$ cat src/rtl/mem_stage.sv
// MEM stage: holds the EX bundle, waits for the load response, extracts/extends load data, hands off to WB.
// ALU ops leave after 1 cycle and loads on data_ok; a response that arrives while WB stalls is buffered until transfer.
module mem_stage #(
   parameter int EX_BUS_LEN  = 74,
   parameter int MEM_BUS_LEN = 103,
   parameter int BYPASS_LEN  = 39
) (
   input  logic                   clk,
   input  logic                   reset,
   input  logic                   EX_valid,
   input  logic                   EX_ready_go,
   input  logic [EX_BUS_LEN-1:0]  EXreg_bus,
   input  logic                   data_sram_data_ok,
   input  logic [31:0]            data_sram_rdata,
   input  logic                   WB_allow_in,
   output logic                   MEM_allow_in,
   output logic                   MEM_ready_go,
   output logic                   MEM_valid,
   output logic [MEM_BUS_LEN-1:0] MEMreg_bus,
   output logic [BYPASS_LEN-1:0]  MEM_bypass_bus
);

   typedef struct packed {
      logic [31:0] alu_result;
      logic [2:0]  ld_op;
      logic        rf_we;
      logic        res_from_mem;
      logic [4:0]  rf_waddr;
      logic [31:0] pc;
   } ex_bus_t;

   // Width is the sum of the listed fields: 32+32+1+1+5+32.
   typedef struct packed {
      logic [31:0] alu_result;
      logic [31:0] mem_result;
      logic        rf_we;
      logic        res_from_mem;
      logic [4:0]  rf_waddr;
      logic [31:0] pc;
   } mem_bus_t;

   typedef struct packed {
      logic [4:0]  rf_waddr;
      logic        rf_we;
      logic        pending;
      logic [31:0] rf_wdata;
   } bypass_t;

   logic        valid_q, valid_d;
   ex_bus_t     bundle_q, bundle_d;
   logic        buf_valid_q, buf_valid_d;
   logic [31:0] buf_data_q, buf_data_d;

   logic        ex_fire;
   logic        leave;
   logic        data_accept;
   logic [31:0] raw;
   logic [7:0]  ld_byte;
   logic [15:0] ld_half;
   logic [31:0] load_val;
   logic [31:0] mem_result;
   mem_bus_t    mem_bus;
   bypass_t     bypass;

   always_comb begin
      MEM_ready_go = ~bundle_q.res_from_mem | buf_valid_q | data_sram_data_ok;
      MEM_allow_in = ~valid_q | (MEM_ready_go & WB_allow_in);
      MEM_valid    = valid_q & MEM_ready_go;
      ex_fire      = EX_valid & EX_ready_go;
      leave        = MEM_ready_go & WB_allow_in;
      data_accept  = valid_q & bundle_q.res_from_mem & ~buf_valid_q & data_sram_data_ok;

      valid_d     = valid_q;
      bundle_d    = bundle_q;
      buf_valid_d = buf_valid_q;
      buf_data_d  = buf_data_q;
      if (MEM_allow_in) begin
         valid_d = ex_fire;
         if (ex_fire) begin
            bundle_d = ex_bus_t'(EXreg_bus);
         end
      end
      // Leaving wins over filling: the word is consumed in the same cycle it arrives.
      if (leave) begin
         buf_valid_d = 1'b0;
      end else if (data_accept & ~WB_allow_in) begin
         buf_valid_d = 1'b1;
         buf_data_d  = data_sram_rdata;
      end
   end

   always_comb begin
      raw = buf_valid_q ? buf_data_q : data_sram_rdata;
      case (bundle_q.alu_result[1:0])
         2'd0:    ld_byte = raw[7:0];
         2'd1:    ld_byte = raw[15:8];
         2'd2:    ld_byte = raw[23:16];
         default: ld_byte = raw[31:24];
      endcase
      ld_half = bundle_q.alu_result[1] ? raw[31:16] : raw[15:0];

      case (bundle_q.ld_op)
         3'b001:  load_val = {{24{ld_byte[7]}}, ld_byte};
         3'b101:  load_val = {24'd0, ld_byte};
         3'b010:  load_val = {{16{ld_half[15]}}, ld_half};
         3'b110:  load_val = {16'd0, ld_half};
         default: load_val = raw;
      endcase
      mem_result = bundle_q.res_from_mem ? load_val : 32'd0;

      mem_bus.alu_result   = bundle_q.alu_result;
      mem_bus.mem_result   = mem_result;
      mem_bus.rf_we        = bundle_q.rf_we & valid_q;
      mem_bus.res_from_mem = bundle_q.res_from_mem;
      mem_bus.rf_waddr     = bundle_q.rf_waddr;
      mem_bus.pc           = bundle_q.pc;
      MEMreg_bus           = valid_q ? mem_bus : '0;

      bypass.rf_waddr = bundle_q.rf_waddr;
      bypass.rf_we    = bundle_q.rf_we & valid_q;
      bypass.pending  = valid_q & bundle_q.res_from_mem & ~MEM_ready_go;
      bypass.rf_wdata = bundle_q.res_from_mem ? mem_result : bundle_q.alu_result;
      MEM_bypass_bus  = bypass;
   end

   always_ff @(posedge clk) begin
      if (reset) begin
         valid_q     <= 1'b0;
         bundle_q    <= '0;
         buf_valid_q <= 1'b0;
         buf_data_q  <= 32'd0;
      end else begin
         valid_q     <= valid_d;
         bundle_q    <= bundle_d;
         buf_valid_q <= buf_valid_d;
         buf_data_q  <= buf_data_d;
      end
   end

endmodule

$ cat config.mk
export PLATFORM = sky130hd
export DESIGN_NAME = mem_stage
export DESIGN_NICKNAME = d
export VERILOG_FILES = /design/src/rtl/mem_stage.sv
export SDC_FILE = /design/constraint.sdc
export NUM_CORES = 1
export LEC_CHECK = 0
export ABC_AREA = 1
export CORE_ASPECT_RATIO = 1.5
export CORE_UTILIZATION = 28
export CTS_CLUSTER_DIAMETER = 150
export DETAILED_ROUTE_END_ITERATION = 10
export PLACE_DENSITY = 0.6
export RECOVER_POWER = 25
export SKIP_LAST_GASP = 1
export SYNTH_ARGS = -nofsm -noshare
export SYNTH_HDL_FRONTEND = slang
export SYNTH_SLANG_ARGS = --single-unit
$ cat constraint.sdc
create_clock -name clk -period 2 [get_ports clk]
set_input_delay 0.6 -clock clk [delete_from_list [all_inputs] [get_ports clk]]
set_output_delay 0.6 -clock clk [all_outputs]
set_load 0.005 [all_outputs]
==> results.sh <==
export IMPL_rsz0062_at_grt="yes"
export IMPL_worstPathArrival_ps=2020
export IMPL_cts_tree="done"
export IMPL_hpwl_mm=18.82
export IMPL_layout_common_cells="229 x nand2_1, 205 x nor2_1, 103 x dfxtp_1"
export IMPL_initial_core_util_pct=28.78
export IMPL_yosysTopAreaCell="dfxtp_1"
export IMPL_avgSynthCellArea_sq_um=5.795
export IMPL_vias=7898
export IMPL_grt_ovfl_total=0
export IMPL_first_global_vias=7824
export IMPL_antenna_found_initial=0
export IMPL_status="finished with violations"
export IMPL_finalSetupViolations=101
export IMPL_wl_per_cell_microns=16.22
export IMPL_port_buffers=256
export IMPL_worst_slew_pin_slew_ps=517.4
export IMPL_holdPathEnd="buf_data_q[18]"
export IMPL_crit_path_end_kind="output pin"
export IMPL_final_cell_area_sq_mm=0.01086
export IMPL_min_from="buf_data_q[18]"
export IMPL_drt_wl_total_mm=27.33
export IMPL_clk_pin_slew_worst_paths_ps=80
export IMPL_core_sq_mm=0.02123
export IMPL_slew_headroom_pct=65.51
export IMPL_reg2reg_to="bundle_q[43]"
export IMPL_gp_congestion=0.9487
export IMPL_fmax_mhz=381.2
export IMPL_worstPathMaxFanout=5
export IMPL_drive_gt1_share_pct=35.59
export IMPL_p_per_area_mw_per_mm2=536.1
export IMPL_cp_required_ps=1400
export IMPL_drt_iter0_markers=497
export IMPL_cts_made_buffers=9
export IMPL_cts_htree_levels=3
export IMPL_leakagePower_nw=5.949
export IMPL_violations="negative setup slack"
export IMPL_clock_root_buffer="clkbuf_16"
export IMPL_syn_to_final_growth_pct=77.75
export IMPL_rows=65
export IMPL_fp_dieH_microns=182.9
export IMPL_dieArea_sq_mm=0.02242
export IMPL_cts_sinks=108
export IMPL_reg2reg_setup_slack_ps=-40
export IMPL_hold_viol=0
export IMPL_routed_via_density=4.687
export IMPL_report_final_slew_viol_count=0
export IMPL_synth_nets=1166
export IMPL_cts_buffer_depth=2
export IMPL_grt_max_degree=69
export IMPL_die_w_microns=122.6
export IMPL_drcViolationCount=0
export IMPL_drt_pass1_iter_count=5
export IMPL_final_nets=1523
export IMPL_ys_types=25
export IMPL_pin_count=257
export IMPL_fin_skew_ps=12.90
export IMPL_antenna_left=0
export IMPL_placed_cell_area_sq_mm=0.009453
export IMPL_worst_slack_ps=-623.6
export IMPL_yosys_warnings=0
export IMPL_ys_seq_elements=108
export IMPL_yosysSeqAreaShare_pct=35.40
export IMPL_netlist_area_sq_mm=0.006108
export IMPL_finalPower_mw=5.821
export IMPL_synthCells=1054
export IMPL_grtUsageTotal_pct=24.08
export IMPL_synth_top_cell_area_share_pct=35.40
export IMPL_r2r_start="buf_valid_q"
export IMPL_hp_class="flip-flop to flip-flop"
export IMPL_seqCellArea_sq_mm=0.002173
export IMPL_multi_input_area_sq_mm=0.003929
export IMPL_ir_drop_mv=0.3563
export IMPL_ys_top_cells_by_area="dfxtp_1 35%, nand2_1 20%, nor2_1 13%"
export IMPL_layout_commonest_cell="nand2_1"
export IMPL_pre_cts_slack_ps=-1326
export IMPL_hold_depth=2
export IMPL_path_class="flip-flop to output pin"
export IMPL_n_fill_cell=2095
export IMPL_fin_crit_ps=2624
export IMPL_fin_crit_sh_pct=131.2
export IMPL_start_kind="flip-flop"
export IMPL_max_cap_violations=0
export IMPL_grt_pass1_wl_mm=41.25
export IMPL_clock_latency_ps=360
export IMPL_reg2reg_depth=11
## worst max path at each step
| stage | slack (ps) | startpoint | cells past startpoint | end |
|---|---|---|---|---|
| 2_1_floorplan | 20 | data_sram_rdata[31] | 7 | MEM_bypass_bus[21] |
| 3_3_place_gp | -1340 | data_sram_rdata[14] | 12 | MEMreg_bus[53] |
| 3_5_place_dp | -1330 | data_sram_rdata[14] | 12 | MEMreg_bus[53] |
| 4_1_cts | -630 | buf_valid_q | 12 | MEM_bypass_bus[20] |
| 5_1_grt | -700 | buf_valid_q | 12 | MEMreg_bus[55] |
| 6_report | -620 | buf_valid_q | 12 | MEMreg_bus[64] |
## area by class of cell
| type | count | area share, % |
|---|---|---|
| clock inverter | 6 | 0.5416 |
| tap | 268 | 3.088 |
| antenna | 1 | 0.02305 |
| sequential | 108 | 20.02 |
| multi-input combinational | 752 | 36.18 |
| inverter | 124 | 4.471 |
| clock buffer | 10 | 2.109 |
| timing repair buffer | 416 | 33.57 |
## where the power goes
group | total [mW] | switching, mW | internal (mW)
logic | 1.69 | 0.846 | 0.846
registers | 2.34 | 0.0799 | 2.26
clock network | 1.79 | 0.916 | 0.875
## timing repair
item | CTS | global route
resized for setup | 611 | 230
pin swaps | 73 | 42
buffers inserted | 76 | 10
hold buffers | 0 | 0
endpoints found under the setup margin | 140 | 135
gates cloned | 6 | 1
## per-stage QoR
stage                     utilization (%)  std cells  TNS [ps]  hold WS (ps)
after floorplan                         -       1054         0         429.3
after global placement              44.53       1593    -91210         464.1
after detailed placement            44.53       1593    -90940         474.1
after CTS                           50.52       1690    -42210         489.5
after global routing                51.14       1684    -56410         500.1
final                               51.15       1685    -38330         487.1
## per-layer routing
metal | up-vias | share of wire [%] | track usage, %
li1 | 3907 | - | -
met1 | 3643 | 38 | 26.67
met2 | 287 | 52 | 42.72
met3 | 61 | 5.5 | 4.695
met4 | 0 | 4.4 | 12.54
met5 | - | 0 | 0
## logic make-up (layout without fill, tap and decap cells)
family          Yosys count  count (layout)  share of synthesized area (%)
flops                   108             108                          35.40
buf+inv                 194             556                          13.23
compound gates          149             149                          12.47
other cells               0               1                              0
simple gates            603             603                          38.90
## cells in the mapped netlist, drive strengths merged
library cell  instances
nand3                43
nand4                 2
a31oi                 2
nor3                  1
inv                 123
nor2                215
dfxtp               108
or2                   7
o211ai                1
a21oi                20
buf                  35
clkbuf               35
nand2               327
clkinv                1
o21ai               126
and2                  8
## registers in the layout, indices dropped and copies added (netlist names)
name / cells
buf_valid_q: 1
MEM_bypass_bus: 5
bundle_q: 69
buf_data_q: 32
valid_q: 1
## critical path, cell delays in order (launching register included)
cell and delay, ps:
dfxtp_4 380, buf_6 140, nand2_2 60, nand2_2 70, nand2_2 60, nand4_1 190, nand2_4 180, buf_12 140
buf_4 120, nand3_2 70, nand2_1 80, inv_1 40, buf_2 130
(Power assumes the default switching activity.)
